`config.mk`:
```
export PLATFORM = sky130hd
export DESIGN_NAME = fetch_queue
export DESIGN_NICKNAME = d
export VERILOG_FILES = /design/src/rtl/fetch_queue_pkg.sv /design/src/rtl/fq_ram.sv /design/src/rtl/fetch_queue.sv
export SDC_FILE = /design/constraint.sdc
export NUM_CORES = 1
export LEC_CHECK = 0
export CAP_MARGIN = 15
export CORE_MARGIN = 3
export CORE_UTILIZATION = 25
export DETAILED_ROUTE_END_ITERATION = 12
export PLACE_DENSITY_LB_ADDON = 0.25
export SLEW_MARGIN = 10
export SYNTH_ARGS = -nofsm -noshare
export SYNTH_HDL_FRONTEND = slang
export SYNTH_SLANG_ARGS = --single-unit
```
`constraint.sdc`:
```
create_clock -name clk -period 3.3 [get_ports clk]
set_input_delay 0.33 -clock clk [delete_from_list [all_inputs] [get_ports clk]]
set_output_delay 0.33 -clock clk [all_outputs]
set_load 0.05 [all_outputs]
```
`src/rtl/fetch_queue_pkg.sv`:
```
// Shared types and constants for the fetch queue.
// Optional same-cycle bypass on an empty queue: FETCHQ_BYPASS_EN.
package fetch_queue_pkg;

    localparam logic [31:0] NOP      = 32'h0000_0000;
    localparam int          FQ_DEPTH = 4;
    localparam int          ENTRY_W  = 64;

    localparam int INSTR_HI = 63;
    localparam int INSTR_LO = 32;
    localparam int PC4_HI   = 31;
    localparam int PC4_LO   = 0;

    // instr occupies [INSTR_HI:INSTR_LO], pc4 occupies [PC4_HI:PC4_LO]
    typedef struct packed {
        logic [INSTR_HI-INSTR_LO:0] instr;
        logic [PC4_HI-PC4_LO:0]     pc4;
    } fq_entry_t;

endpackage

```
`src/rtl/fq_ram.sv`:
```
// Entry storage for the fetch queue.
// One synchronous write port, one asynchronous read port.
module fq_ram
    import fetch_queue_pkg::*;
#(
    parameter  int DEPTH = FQ_DEPTH,
    localparam int AW    = $clog2(DEPTH)
) (
    input  logic            clk,
    input  logic            we,
    input  logic [AW-1:0]   waddr,
    input  fq_entry_t       wdata,
    input  logic [AW-1:0]   raddr,
    output fq_entry_t       rdata
);

    fq_entry_t mem [DEPTH];

    always_ff @(posedge clk) begin
        if (we) begin
            mem[waddr] <= wdata;
        end
    end

    assign rdata = mem[raddr];

endmodule

```
`src/rtl/fetch_queue.sv`:
```
// Prefetch queue between fetch and decode; flushed on redirect.
// Define FETCHQ_BYPASS_EN for a zero-latency path on an empty queue.
module fetch_queue
    import fetch_queue_pkg::*;
#(
    parameter  int DEPTH = FQ_DEPTH,
    localparam int AW    = $clog2(DEPTH)
) (
    input  logic          clk,
    input  logic          rst,
    input  logic          in_valid,
    output logic          in_ready,
    input  logic [31:0]   in_instr,
    input  logic [31:0]   in_pc4,
    input  logic          flush,
    output logic          out_valid,
    input  logic          out_ready,
    output logic [31:0]   out_instr,
    output logic [31:0]   out_pc4,
    output logic [AW:0]   count
);

    logic [AW:0] rd_ptr;
    logic [AW:0] wr_ptr;
    logic        empty;
    logic        full;
    logic        push;
    logic        pop;
    logic        byp;
    fq_entry_t   head;
    fq_entry_t   wdata;

    assign empty = (rd_ptr == wr_ptr);
    assign full  = (rd_ptr[AW-1:0] == wr_ptr[AW-1:0])
                && (rd_ptr[AW] != wr_ptr[AW]);

    assign in_ready = ~full;

`ifdef FETCHQ_BYPASS_EN
    assign byp = empty & in_valid & ~flush;
`else
    assign byp = 1'b0;
`endif

    // A bypassed word that decode takes right away is never stored
    assign push = in_valid & in_ready & ~flush & ~(byp & out_ready);
    assign pop  = ~empty & out_ready & ~flush;

    assign wdata.instr = in_instr;
    assign wdata.pc4   = in_pc4;

    fq_ram #(
        .DEPTH (DEPTH)
    ) u_ram (
        .clk   (clk),
        .we    (push),
        .waddr (wr_ptr[AW-1:0]),
        .wdata (wdata),
        .raddr (rd_ptr[AW-1:0]),
        .rdata (head)
    );

    always_comb begin
        out_valid = ~empty | byp;
        out_instr = NOP;
        out_pc4   = '0;
        if (byp) begin
            out_instr = in_instr;
            out_pc4   = in_pc4;
        end else if (!empty) begin
            out_instr = head.instr;
            out_pc4   = head.pc4;
        end
    end

    always_ff @(posedge clk) begin
        if (rst || flush) begin
            rd_ptr <= '0;
            wr_ptr <= '0;
            count  <= '0;
        end else begin
            if (push) begin
                wr_ptr <= wr_ptr + (AW+1)'(1);
            end
            if (pop) begin
                rd_ptr <= rd_ptr + (AW+1)'(1);
            end
            if (push && !pop) begin
                count <= count + (AW+1)'(1);
            end else if (pop && !push) begin
                count <= count - (AW+1)'(1);
            end
        end
    end

endmodule

```
==> results by group, run 1 <==
Status
  – Status: finished, final reports clean

Synth
  – Number of synthesized register bits: 267
  – Top cell type by total area after synthesis: edfxtp_1
  – Commonest cells in the netlist: 256 x edfxtp_1, 64 x mux4_2, 40 x and2_4, 27 x and2_1, 11 x dfxtp_1
  – Post-synth top area share: 73.0%
  – Post-synthesis sequential area ratio: 75.1%
  – Synth Instances: 491
  – Syn Area/Cell: 21.5 µm²
  – Synth area leaders: edfxtp_1 73%, mux4_2 14%, and2_4 3.3%, dfxtp_1 2.1%, and2_1 1.6%
  – Mapped Nets: 567
  – Most frequent cell after synthesis: edfxtp_1
  – Post-synthesis cell area: 0.0105 mm²
  – Most used DFF post-synth: edfxtp_1
  – Synth Warn #: 0
  – Netlist cell types: 36
  – Async SR Flop Fraction: 0%
  – Number of flops mapped to enable cells by yosys: 256

Final layout
  – Reg area: 0.00792 mm²
  – Fill count: 3912
  – Synthesis-to-layout area growth: 29.1%
  – Ant diodes: 0
  – Area occupied by multi-input gates: 0.00248 mm²
  – Share of cells above drive strength 1: 26.8%
  – Layout Nets: 732
  – Fin util: 33.0%

GRT
  – Largest net degree at the start of global routing: 38
  – Global Route Usage Sum: 10.3%
  – First-pass GRT wire length: 35300 µm
  – Total gr overflow: 0
  – Vias in the first global route: 5916
  – Initial antenna violation count: 2

Setup path
  – Crit path arrival time: 2.76 ns
  – Crit Path Category: reg -> out
  – Critical Path, Cell by Cell: xnor2_2 > nand3_4 > buf_4 > clkdlybuf4s50_1
  – Largest stage delay, worst path: 0.89 ns
  – R2R Setup Slk: 0.55 ns
  – Req. time, crit path: 2.97 ns
  – CP Capture Type: primary output
  – Critical path launch point type: register
  – CP max FO: 32
  – Critical path buffers and inverters: 2
  – Worst r2r dst: count[2]
  – R2r startpoint: wr_ptr[0]
  – Delay-heaviest family, CP: buffers and inverters
  – Worst reg2reg path depth: 10
  – Critical-path top delay cell: clkdlybuf4s50_1

STA
  – Layout Skew: 0.00852 ns
  – Least-Margin Pin Slew: 0.614 ns
  – Count of pins over their slew limit: 0
  – Worst relative slew slack: 58.8%
  – Total Neg Setup Slack: 0 ns
  – Final period utilization: 93.7%
  – Final Setup Violations: 0
  – FMAX: 323 MHz
  – RSZ-0062 raised after global routing: no
  – Final Critical Period: 3.09 ns
  – Final hold viol count: 0

Placement
  – GP Congestion: 0.661
  – Port buffer count: 137
  – DPL Wire Length: 14100 µm

Routing
  – Antenna-violating nets left: 0
  – First-pass iteration count of the detailed router: 4
  – Avg WL per Cell: 19.2 µm
  – Routed WL: 23200 µm
  – Vias: 5262
  – DRT iter0 DRCs: 278
  – Mean number of vias per cell: 4.35
  – Detailed-route DRC error count: 0

Power and ir drop
  – P_leak: 4.87 nW
  – Design Power: 7.58 mW
  – Pwr/cell area: 557 mW/mm²
  – Maximum VDD drop: 0.405 mV

CTS
  – TritonCTS clock tree: done
  – Clock-pin transition on the worst setup and hold timing paths: 0.06 ns
  – H-tree levels: 1
  – Worst skew pair latency: 0.55 ns
  – Hold_buf cts: 0
  – CTS sink count: 267
  – CTS Buf Count: 30
  – Max Buffers Root-to-Sink: 3
  – Root buf cell: clkbuf_16

Hold path
  – Hold Startpoint: in_instr[23]
  – Hold Crit Class: in -> reg
  – Hold Crit Depth: 1
  – Hold worst-path end: u_ram.mem[1][55]

Floorplan
  – DIE WIDTH: 211 µm
  – Std-Cell Rows: 74
  – I/O pin count: 138
  – Core area: 0.0412 mm²
  – Die ar.: 0.0446 mm²
  – Initial Utilization: 25.6%
  – Chip height: 211 µm

Job
  – Max-Cap Viols: 0
flip-flops by register name, indices dropped and copies added, names as in the netlist, named ones only:
| name | cells |
|---|---|
| count | 3 |
| wr_ptr | 3 |
| rd_ptr | 3 |
| u_ram.mem | 256 |
repair_timing:
| action | CTS | global route |
|---|---|---|
| endpoints found under the setup margin | 32 | 27 |
| pin swaps | 0 | 0 |
| buffers inserted | 4 | 0 |
| resized for setup | 30 | 27 |
worst max-delay path by stage:
stage / from / end / depth (start not counted)
after global routing: wr_ptr[1] / out_valid / 4
after global placement: wr_ptr[1] / count[2] / 10
final: wr_ptr[1] / out_valid / 4
after CTS: wr_ptr[1] / out_pc4[3] / 5
after floorplan: wr_ptr[1] / u_ram.mem[3][0] / 4
after detailed placement: wr_ptr[0] / count[2] / 10
power breakdown:
group	switching, mW	internal [mW]	leakage [nW]
clock	1.27	1.70	0.431
sequential	0.0217	3.78	2.42
combinational	0.478	0.320	2.02
metrics by stage:
stage               cell area (µm²)  worst slack [ns]  hold WS, ns  std cells
global route                  13600            0.0681        0.397       1211
finish                        13600             0.209        0.410       1211
CTS                           13500          0.000490        0.360       1211
floorplan                     10500            0.0519        0.429        491
detailed placement            12700             0.503        0.495       1152
global placement              12700             0.565        0.498       1152
area by class of cell:
| cell class | instances | area share [%] |
|---|---|---|
| repair buffers | 157 | 12.0 |
| flip-flops and latches | 267 | 58.2 |
| clock inverters | 17 | 0.616 |
| inverters | 4 | 0.110 |
| multi-input cells | 196 | 18.3 |
| clock buffers | 38 | 5.90 |
| well taps | 532 | 4.89 |
cell usage in the layout (no fill, tap or decap), types with 2 or more instances in the layout:
cell type,netlist,layout
clkinvlp_4,0,2
nor3b_1,2,2
dlygate4sd2_1,0,30
and3_1,3,3
buf_4,3,19
clkbuf_16,0,31
buf_12,0,8
xnor2_2,2,2
dfxtp_1,11,9
nor2_1,2,2
nand2b_1,2,2
a211o_1,2,2
clkbuf_1,10,7
nor4b_1,4,4
mux4_2,64,64
nand2_1,4,4
dlymetal6s2s_1,0,27
nand4_1,4,4
o21ai_0,3,3
clkinv_1,0,8
clkdlybuf4s50_1,0,73
nand3_1,5,5
o211ai_1,2,2
a31oi_1,4,4
and2_1,27,24
and2_4,40,43
dfxtp_4,0,2
inv_1,4,4
ha_1,6,6
clkinv_2,0,6
xor2_1,5,5
edfxtp_1,256,256
a21oi_1,5,5
cells by family (layout without fill, tap and decap cells):
group                    count (synthesis)  count (layout)  share of synthesized area (%)
AO/OA/AOI/OAI                           17              17                           1.07
XOR/XNOR                                 8               8                          0.808
adder cells (fa/ha/maj)                  7               7                          0.903
buffers and inverters                   28             216                           1.53
flip-flops                             267             267                           75.1
multiplexers                            65              65                           13.8
AND/OR/NAND/NOR                         99              99                           6.84
per-layer routing:
| metal | wire length (µm) | up-vias | track usage, % |
|---|---|---|---|
| met4 | 562 | 4 | 2.91 |
| met5 | 26 | - | 0 |
| met1 | 9560 | 2723 | 12.7 |
| met3 | 1330 | 52 | 2.29 |
| met2 | 11700 | 151 | 18.3 |
| li1 | - | 2332 | - |
No activity file was read; power rests on OpenSTA's default activity.
==> run 2: changes to the inputs <==
--- a/config.mk
+++ b/config.mk
@@ -6,6 +6,7 @@
 export NUM_CORES = 1
 export LEC_CHECK = 0
 export CAP_MARGIN = 15
+export CORE_ASPECT_RATIO = 1.5
 export CORE_MARGIN = 3
 export CORE_UTILIZATION = 25
 export DETAILED_ROUTE_END_ITERATION = 12
==> run 2 against run 1 <==
Utilization shrank 0.088 points. Total power grew 1.6%. Clock skew shrank 0.00084 ns. Clock-buffer cell count shrank 4. Maximum frequency shrank 3.0%. Sequential power is essentially flat. Combinational power grew 2%. Largest cell class unchanged. Highest routed layer unchanged.
==> results by group, run 2 (synthesis results as in run 1) <==
STA
  – Final Critical Period: 3.19 ns (was 3.09 ns)
  – Count of pins over their slew limit: 0 (unchanged)
  – Final hold viol count: 0 (unchanged)
  – Worst relative slew slack: 59.5% (was 58.8%)
  – Min Hold Slack: 0.425 ns (was 0.410 ns)
  – Layout Skew: 0.00768 ns (was 0.00852 ns)
  – Final Setup Violations: 0 (unchanged)
  – FMAX: 314 MHz (was 323 MHz)
  – Least-Margin Pin Slew: 0.608 ns (was 0.614 ns)
  – Final period utilization: 96.6% (was 93.7%)
  – RSZ-0062 raised after global routing: no (unchanged)
  – Total Neg Setup Slack: 0 ns (unchanged)

GRT
  – Vias in the first global route: 5996 (was 5916)
  – Global Route Usage Sum: 10.8% (was 10.3%)
  – Total gr overflow: 0 (unchanged)
  – First-pass GRT wire length: 37100 µm (was 35300 µm)
  – Largest net degree at the start of global routing: 45 (was 38)
  – Initial antenna violation count: 2 (unchanged)

Power and ir drop
  – Comb pwr share: 10.6% (was 10.5%)
  – Clock power share: 40.0% (was 39.3%)
  – Internal power: 5.95 mW (was 5.81 mW)
  – Net load switching power: 1.74 mW (was 1.77 mW)
  – Design Power: 7.70 mW (was 7.58 mW)
  – Pwr/cell area: 566 mW/mm² (was 557 mW/mm²)
  – Net Sw Frac: 22.6% (was 23.4%)
  – Maximum VDD drop: 0.295 mV (was 0.405 mV)
  – P_leak: 4.41 nW (was 4.87 nW)
  – Sequential Power Share: 49.4% (was 50.2%)

Final layout
  – Largest reg by FF count: u_ram.mem (unchanged)
  – Fill count: 3928 (was 3912)
  – Share of cells above drive strength 1: 26.8% (about the same)
  – Commonest non-fill, non-tap cell in the layout: edfxtp_1 (unchanged)
  – Synthesis-to-layout area growth: 29.2% (was 29.1%)
  – Fin util: 32.9% (was 33.0%)
  – Most frequent cells in the layout: 256 x edfxtp_1, 108 x clkdlybuf4s50_1, 64 x mux4_2 (was 256 x edfxtp_1, 73 x clkdlybuf4s50_1, 64 x mux4_2)
  – Max reg flops: 256 (unchanged)
  – Layout Nets: 726 (was 732)

Placement
  – Port buffer count: 137 (unchanged)
  – DPL Wire Length: 14400 µm (was 14100 µm)
  – GP Congestion: 0.744 (was 0.661)

Routing
  – Detailed-route DRC error count: 0 (unchanged)
  – Routed WL: 24000 µm (was 23200 µm)
  – Antenna-violating nets left: 0 (unchanged)
  – First-pass iteration count of the detailed router: 4 (unchanged)
  – DRT iter0 DRCs: 336 (was 278)
  – Vias: 5262 (unchanged)
  – Mean number of vias per cell: 4.28 (was 4.35)
  – Avg WL per Cell: 19.5 µm (was 19.2 µm)

Setup path
  – Worst r2r dst: count[2] (unchanged)
  – Critical path launch point type: register (unchanged)
  – Worst reg2reg path depth: 9 (was 10)
  – Crit Path Category: reg -> out (unchanged)
  – R2R Setup Slk: 0.50 ns (was 0.55 ns)
  – Crit path from: wr_ptr[1] (unchanged)
  – Crit path arrival time: 2.86 ns (was 2.76 ns)
  – CP Capture Type: primary output (unchanged)
  – CP max FO: 26 (was 32)
  – Req. time, crit path: 2.97 ns (about the same)
  – R2r startpoint: wr_ptr[0] (unchanged)

Hold path
  – Hold worst-path end: u_ram.mem[0][61] (was u_ram.mem[1][55])
  – Hold Crit Class: in -> reg (unchanged)
  – Hold Startpoint: in_instr[29] (was in_instr[23])
  – Hold Crit Depth: 1 (unchanged)

Floorplan
  – I/O pin count: 138 (unchanged)
  – Chip height: 257 µm (was 211 µm)
  – Initial Utilization: 25.5% (was 25.6%)
  – Die ar.: 0.0447 mm² (was 0.0446 mm²)
  – Std-Cell Rows: 91 (was 74)
  – DIE WIDTH: 174 µm (was 211 µm)
  – Core area: 0.0413 mm² (was 0.0412 mm²)

CTS
  – Max Buffers Root-to-Sink: 3 (unchanged)
  – CTS Buf Count: 27 (was 30)
  – H-tree levels: 1 (unchanged)
  – TritonCTS clock tree: done (unchanged)
  – Root buf cell: clkbuf_16 (unchanged)
  – Clock-pin transition on the worst setup and hold timing paths: 0.06 ns (about the same)
  – Worst skew pair latency: 0.54 ns (was 0.55 ns)
  – CTS sink count: 267 (unchanged)

Job
  – Max-Cap Viols: 0 (unchanged)

Status
  – Status: finished, final reports clean (unchanged)
[run 2: cell count changes in the layout (fill, tap and decap cells not counted), moves of 2 or more]
| cell | previous run | this run |
|---|---|---|
| clkdlybuf4s50_1 | 73 | 108 |
| clkinv_2 | 6 | 4 |
| buf_4 | 19 | 17 |
| xnor2_2 | 2 | 0 |
| bufinv_16 | 0 | 4 |
| xnor2_4 | 0 | 3 |
| dlymetal6s2s_1 | 27 | 3 |
| dlygate4sd2_1 | 30 | 18 |
| clkinv_1 | 8 | 5 |
| clkbuf_16 | 31 | 27 |
[run 2: timing repair]
| action | 4_1_cts | 5_1_grt |
|---|---|---|
| cloned | 1 | 0 |
| setup buffers | 0 | 2 |
| endpoints found under the setup margin | 42 | 10 |
| resized for setup | 22 | 3 |
| hold buffers | 0 | 0 |
| pin swaps | 2 | 2 |
[run 2: worst max-delay path, cell delays in order, from the launching register on]
cell	delay (ns)
dfxtp_1	0.45
xnor2_4	0.41
nand3_4	0.32
buf_12	0.27
and2_4	0.14
clkdlybuf4s50_1	0.70
[run 2: layer usage]
layer | up-vias | GRT usage (%) | part of all wire (%)
met5 | - | 0 | 0.11
met4 | 4 | 3.02 | 1.8
met3 | 32 | 2.58 | 5.7
met2 | 150 | 19.7 | 53
met1 | 2758 | 12.5 | 39
li1 | 2318 | - | -
[run 2: area by class of cell]
type / instances / area, µm² / area share (%)
inverter: 4 / 15.0 / 0.110
timing repair buffer: 153 / 1540 / 11.3
multi-input combinational: 197 / 2530 / 18.6
sequential: 267 / 7920 / 58.2
antenna: 1 / 2.50 / 0.0184
clock inverter: 16 / 184 / 1.35
clock buffer: 34 / 712 / 5.23
tap: 558 / 698 / 5.13
[run 2: power by group through the flow]
stage	Clock, mW	Combinational (mW)	Sequential [mW]
detailed placement	0	0.835	3.87
global placement	0	0.820	3.87
floorplan	0	0.503	3.88
finish	3.08	0.817	3.80
CTS	3.19	0.835	3.80
global route	3.31	0.869	3.81
[run 2: through the flow]
| step | setup slack, ns | cells | area (µm²) |
|---|---|---|---|
| 6_report | 0.113 | 1230 | 13600 |
| 5_1_grt | 0.0207 | 1229 | 13600 |
| 4_1_cts | 0.0208 | 1227 | 13600 |
| 3_5_place_dp | 0.342 | 1176 | 12700 |
| 3_3_place_gp | 0.483 | 1176 | 12700 |
| 2_1_floorplan | 0.0519 | 491 | 10500 |
[run 2: how the worst max path moves through the flow]
stage / cells past startpoint / to / slack (ns)
6_report: 5 / out_pc4[14] / 0.11
4_1_cts: 5 / out_instr[5] / 0.02
3_3_place_gp: 5 / out_pc4[12] / 0.48
2_1_floorplan: 4 / u_ram.mem[3][0] / 0.05
5_1_grt: 5 / out_pc4[0] / 0.02
3_5_place_dp: 5 / out_pc4[4] / 0.34
==> run 3: changes to the inputs <==
--- a/config.mk
+++ b/config.mk
@@ -7,7 +7,7 @@
 export LEC_CHECK = 0
 export CAP_MARGIN = 15
 export CORE_ASPECT_RATIO = 1.5
-export CORE_MARGIN = 3
+export CORE_MARGIN = 1
 export CORE_UTILIZATION = 25
 export DETAILED_ROUTE_END_ITERATION = 12
 export PLACE_DENSITY_LB_ADDON = 0.25
==> run 3 against run 2 <==
Non-clock buffer count grew 10. Hold slack gained 0.0038 ns. Global-route usage grew 0.21 points. Total power grew 0.79%. Via count shrank 0.63%. Cell count grew 0.57%. Design area grew 0.84%. Die area shrank 3.8%. First-iteration DRC count shrank 19%. Critical path type unchanged.
==> results by group, run 3 (synthesis results as in run 1) <==
Routing
  – Antenna-violating nets left: 0 (unchanged)
  – DRT iter0 DRCs: 271 (was 336)
  – Detailed-route DRC error count: 0 (unchanged)
  – Routed WL: 23500 µm (was 24000 µm)
  – Avg WL per Cell: 19.0 µm (was 19.5 µm)
  – Vias: 5229 (was 5262)
  – First-pass iteration count of the detailed router: 4 (unchanged)
  – Mean number of vias per cell: 4.23 (was 4.28)

Setup path
  – Crit path arrival time: 2.75 ns (was 2.86 ns)
  – R2r startpoint: rd_ptr[1] (was wr_ptr[0])
  – Worst r2r dst: count[2] (unchanged)
  – CP max FO: 26 (unchanged)
  – Delay-heaviest family, CP: buffers and inverters (unchanged)
  – Critical Path, Cell by Cell: xnor2_4 > nand3_4 > buf_12 > and2_1 > clkdlybuf4s50_1 (was xnor2_4 > nand3_4 > buf_12 > and2_4 > clkdlybuf4s50_1)
  – CP Capture Type: primary output (unchanged)
  – Critical path buffers and inverters: 2 (unchanged)
  – Critical-path top delay cell: clkdlybuf4s50_1 (unchanged)
  – Worst reg2reg path depth: 10 (was 9)
  – Req. time, crit path: 2.97 ns (about the same)
  – Largest stage delay, worst path: 0.70 ns (about the same)
  – Critical path launch point type: register (unchanged)
  – R2R Setup Slk: 0.55 ns (was 0.50 ns)
  – Crit Path Category: reg -> out (unchanged)

GRT
  – Largest net degree at the start of global routing: 39 (was 45)
  – Global Route Usage Sum: 11.0% (was 10.8%)
  – First-pass GRT wire length: 34900 µm (was 37100 µm)
  – Total gr overflow: 0 (unchanged)
  – Initial antenna violation count: 2 (unchanged)
  – Vias in the first global route: 5721 (was 5996)

Power and ir drop
  – Maximum VDD drop: 0.262 mV (was 0.295 mV)
  – Pwr/cell area: 565 mW/mm² (was 566 mW/mm²)
  – P_leak: 4.42 nW (was 4.41 nW)

Final layout
  – Fill count: 3946 (was 3928)
  – Largest reg by FF count: u_ram.mem (unchanged)
  – Most frequent cells in the layout: 256 x edfxtp_1, 111 x clkdlybuf4s50_1, 64 x mux4_2 (was 256 x edfxtp_1, 108 x clkdlybuf4s50_1, 64 x mux4_2)
  – Synthesis-to-layout area growth: 30.2% (was 29.2%)
  – Share of cells above drive strength 1: 28.4% (was 26.8%)
  – Max reg flops: 256 (unchanged)
  – Layout Nets: 735 (was 726)
  – Commonest non-fill, non-tap cell in the layout: edfxtp_1 (unchanged)
  – Area occupied by multi-input gates: 0.00253 mm² (unchanged)
  – Reg area: 0.00792 mm² (unchanged)
  – Fin util: 33.2% (was 32.9%)
  – Ant diodes: 0 (was 1)

Floorplan
  – Die ar.: 0.0430 mm² (was 0.0447 mm²)
  – DIE WIDTH: 170 µm (was 174 µm)
  – Chip height: 253 µm (was 257 µm)
  – Initial Utilization: 25.5% (unchanged)
  – Core area: 0.0413 mm² (unchanged)
  – I/O pin count: 138 (unchanged)
  – Std-Cell Rows: 91 (unchanged)

Hold path
  – Hold Crit Depth: 1 (unchanged)
  – Hold Crit Class: in -> reg (unchanged)
  – Hold Startpoint: in_instr[31] (was in_instr[29])
  – Hold worst-path end: u_ram.mem[2][63] (was u_ram.mem[0][61])

Status
  – Status: finished, final reports clean (unchanged)

CTS
  – CTS sink count: 267 (unchanged)
  – CTS Buf Count: 26 (was 27)
  – H-tree levels: 1 (unchanged)
  – Max Buffers Root-to-Sink: 3 (unchanged)
  – Hold_buf cts: 0 (unchanged)
  – Worst skew pair latency: 0.54 ns (about the same)
  – Root buf cell: clkbuf_16 (unchanged)
  – TritonCTS clock tree: done (unchanged)
  – Clock-pin transition on the worst setup and hold timing paths: 0.07 ns (was 0.06 ns)

Placement
  – Port buffer count: 137 (unchanged)
  – DPL Wire Length: 14400 µm (about the same)
  – GP Congestion: 0.712 (was 0.744)

STA
  – Final hold viol count: 0 (unchanged)
  – Final Critical Period: 3.08 ns (was 3.19 ns)
  – Final Setup Violations: 0 (unchanged)
  – Total Neg Setup Slack: 0 ns (unchanged)
  – RSZ-0062 raised after global routing: no (unchanged)
  – Worst relative slew slack: 65.0% (was 59.5%)
  – Least-Margin Pin Slew: 0.523 ns (was 0.608 ns)
  – Layout Skew: 0.0203 ns (was 0.00768 ns)
  – Final period utilization: 93.5% (was 96.6%)
  – Count of pins over their slew limit: 0 (unchanged)
  – FMAX: 324 MHz (was 314 MHz)

Job
  – Max-Cap Viols: 0 (unchanged)
-- run 3: cell count changes in the layout (fill, tap and decap cells not counted), sizes merged, moves of 2 or more --
cell and change:
clkdlybuf4s50 +3, dlymetal6s2s -3, clkinvlp +2, clkbuf -4, buf +11
-- run 3: final cells by class --
| cell class | count | area share, % |
|---|---|---|
| Clock buffer | 30 | 5.01 |
| Clock inverter | 18 | 1.61 |
| Inverter | 4 | 0.109 |
| Multi-Input combinational cell | 197 | 18.5 |
| Sequential cell | 267 | 57.7 |
| Tap cell | 558 | 5.09 |
| Timing Repair Buffer | 163 | 12.0 |
-- run 3: where the power goes --
part	internal [mW]	leakage, nW	switching (mW)	total [mW]
logic	0.348	1.57	0.479	0.827
clock network	1.88	0.437	1.24	3.13
registers	3.78	2.42	0.0216	3.80
total	6.01	4.42	1.74	7.76
-- run 3: how the worst max path moves through the flow --
stage | from | end | slack (ns) | depth (start not counted)
floorplan | wr_ptr[1] | u_ram.mem[3][0] | 0.05 | 4
finish | rd_ptr[2] | out_pc4[31] | 0.22 | 5
CTS | wr_ptr[1] | out_pc4[31] | 0.01 | 5
global placement | wr_ptr[0] | out_pc4[12] | 0.47 | 5
detailed placement | wr_ptr[0] | out_pc4[12] | 0.35 | 5
global route | rd_ptr[2] | out_pc4[31] | 0.07 | 5
-- run 3: per-stage QoR --
step	setup slack, ns	total power, mW	area, µm²	instances	hold WS (ns)
final	0.216	7.76	13700	1237	0.429
after global routing	0.0741	8.03	13700	1237	0.412
after global placement	0.468	4.69	12700	1177	0.493
after floorplan	0.0519	4.38	10500	491	0.429
after detailed placement	0.355	4.71	12700	1177	0.497
after CTS	0.0138	7.87	13600	1226	0.394
-- run 3: what timing repair did --
item / in CTS / in global routing
resized for setup: 21 / 0
cloned: 1 / 0
setup buffers: 0 / 11
pin swaps: 1 / 2
endpoints found under the setup margin: 42 / 26
-- run 3: routing by layer --
| metal | wire, µm | vias to the layer above | part of all wire, % | GRT usage [%] |
|---|---|---|---|---|
| li1 | - | 2338 | - | - |
| met1 | 9270 | 2705 | 39 | 12.7 |
| met2 | 12400 | 146 | 53 | 19.9 |
| met3 | 1340 | 36 | 5.7 | 2.59 |
| met4 | 464 | 4 | 2.0 | 3.17 |
| met5 | 27 | - | 0.11 | 0 |
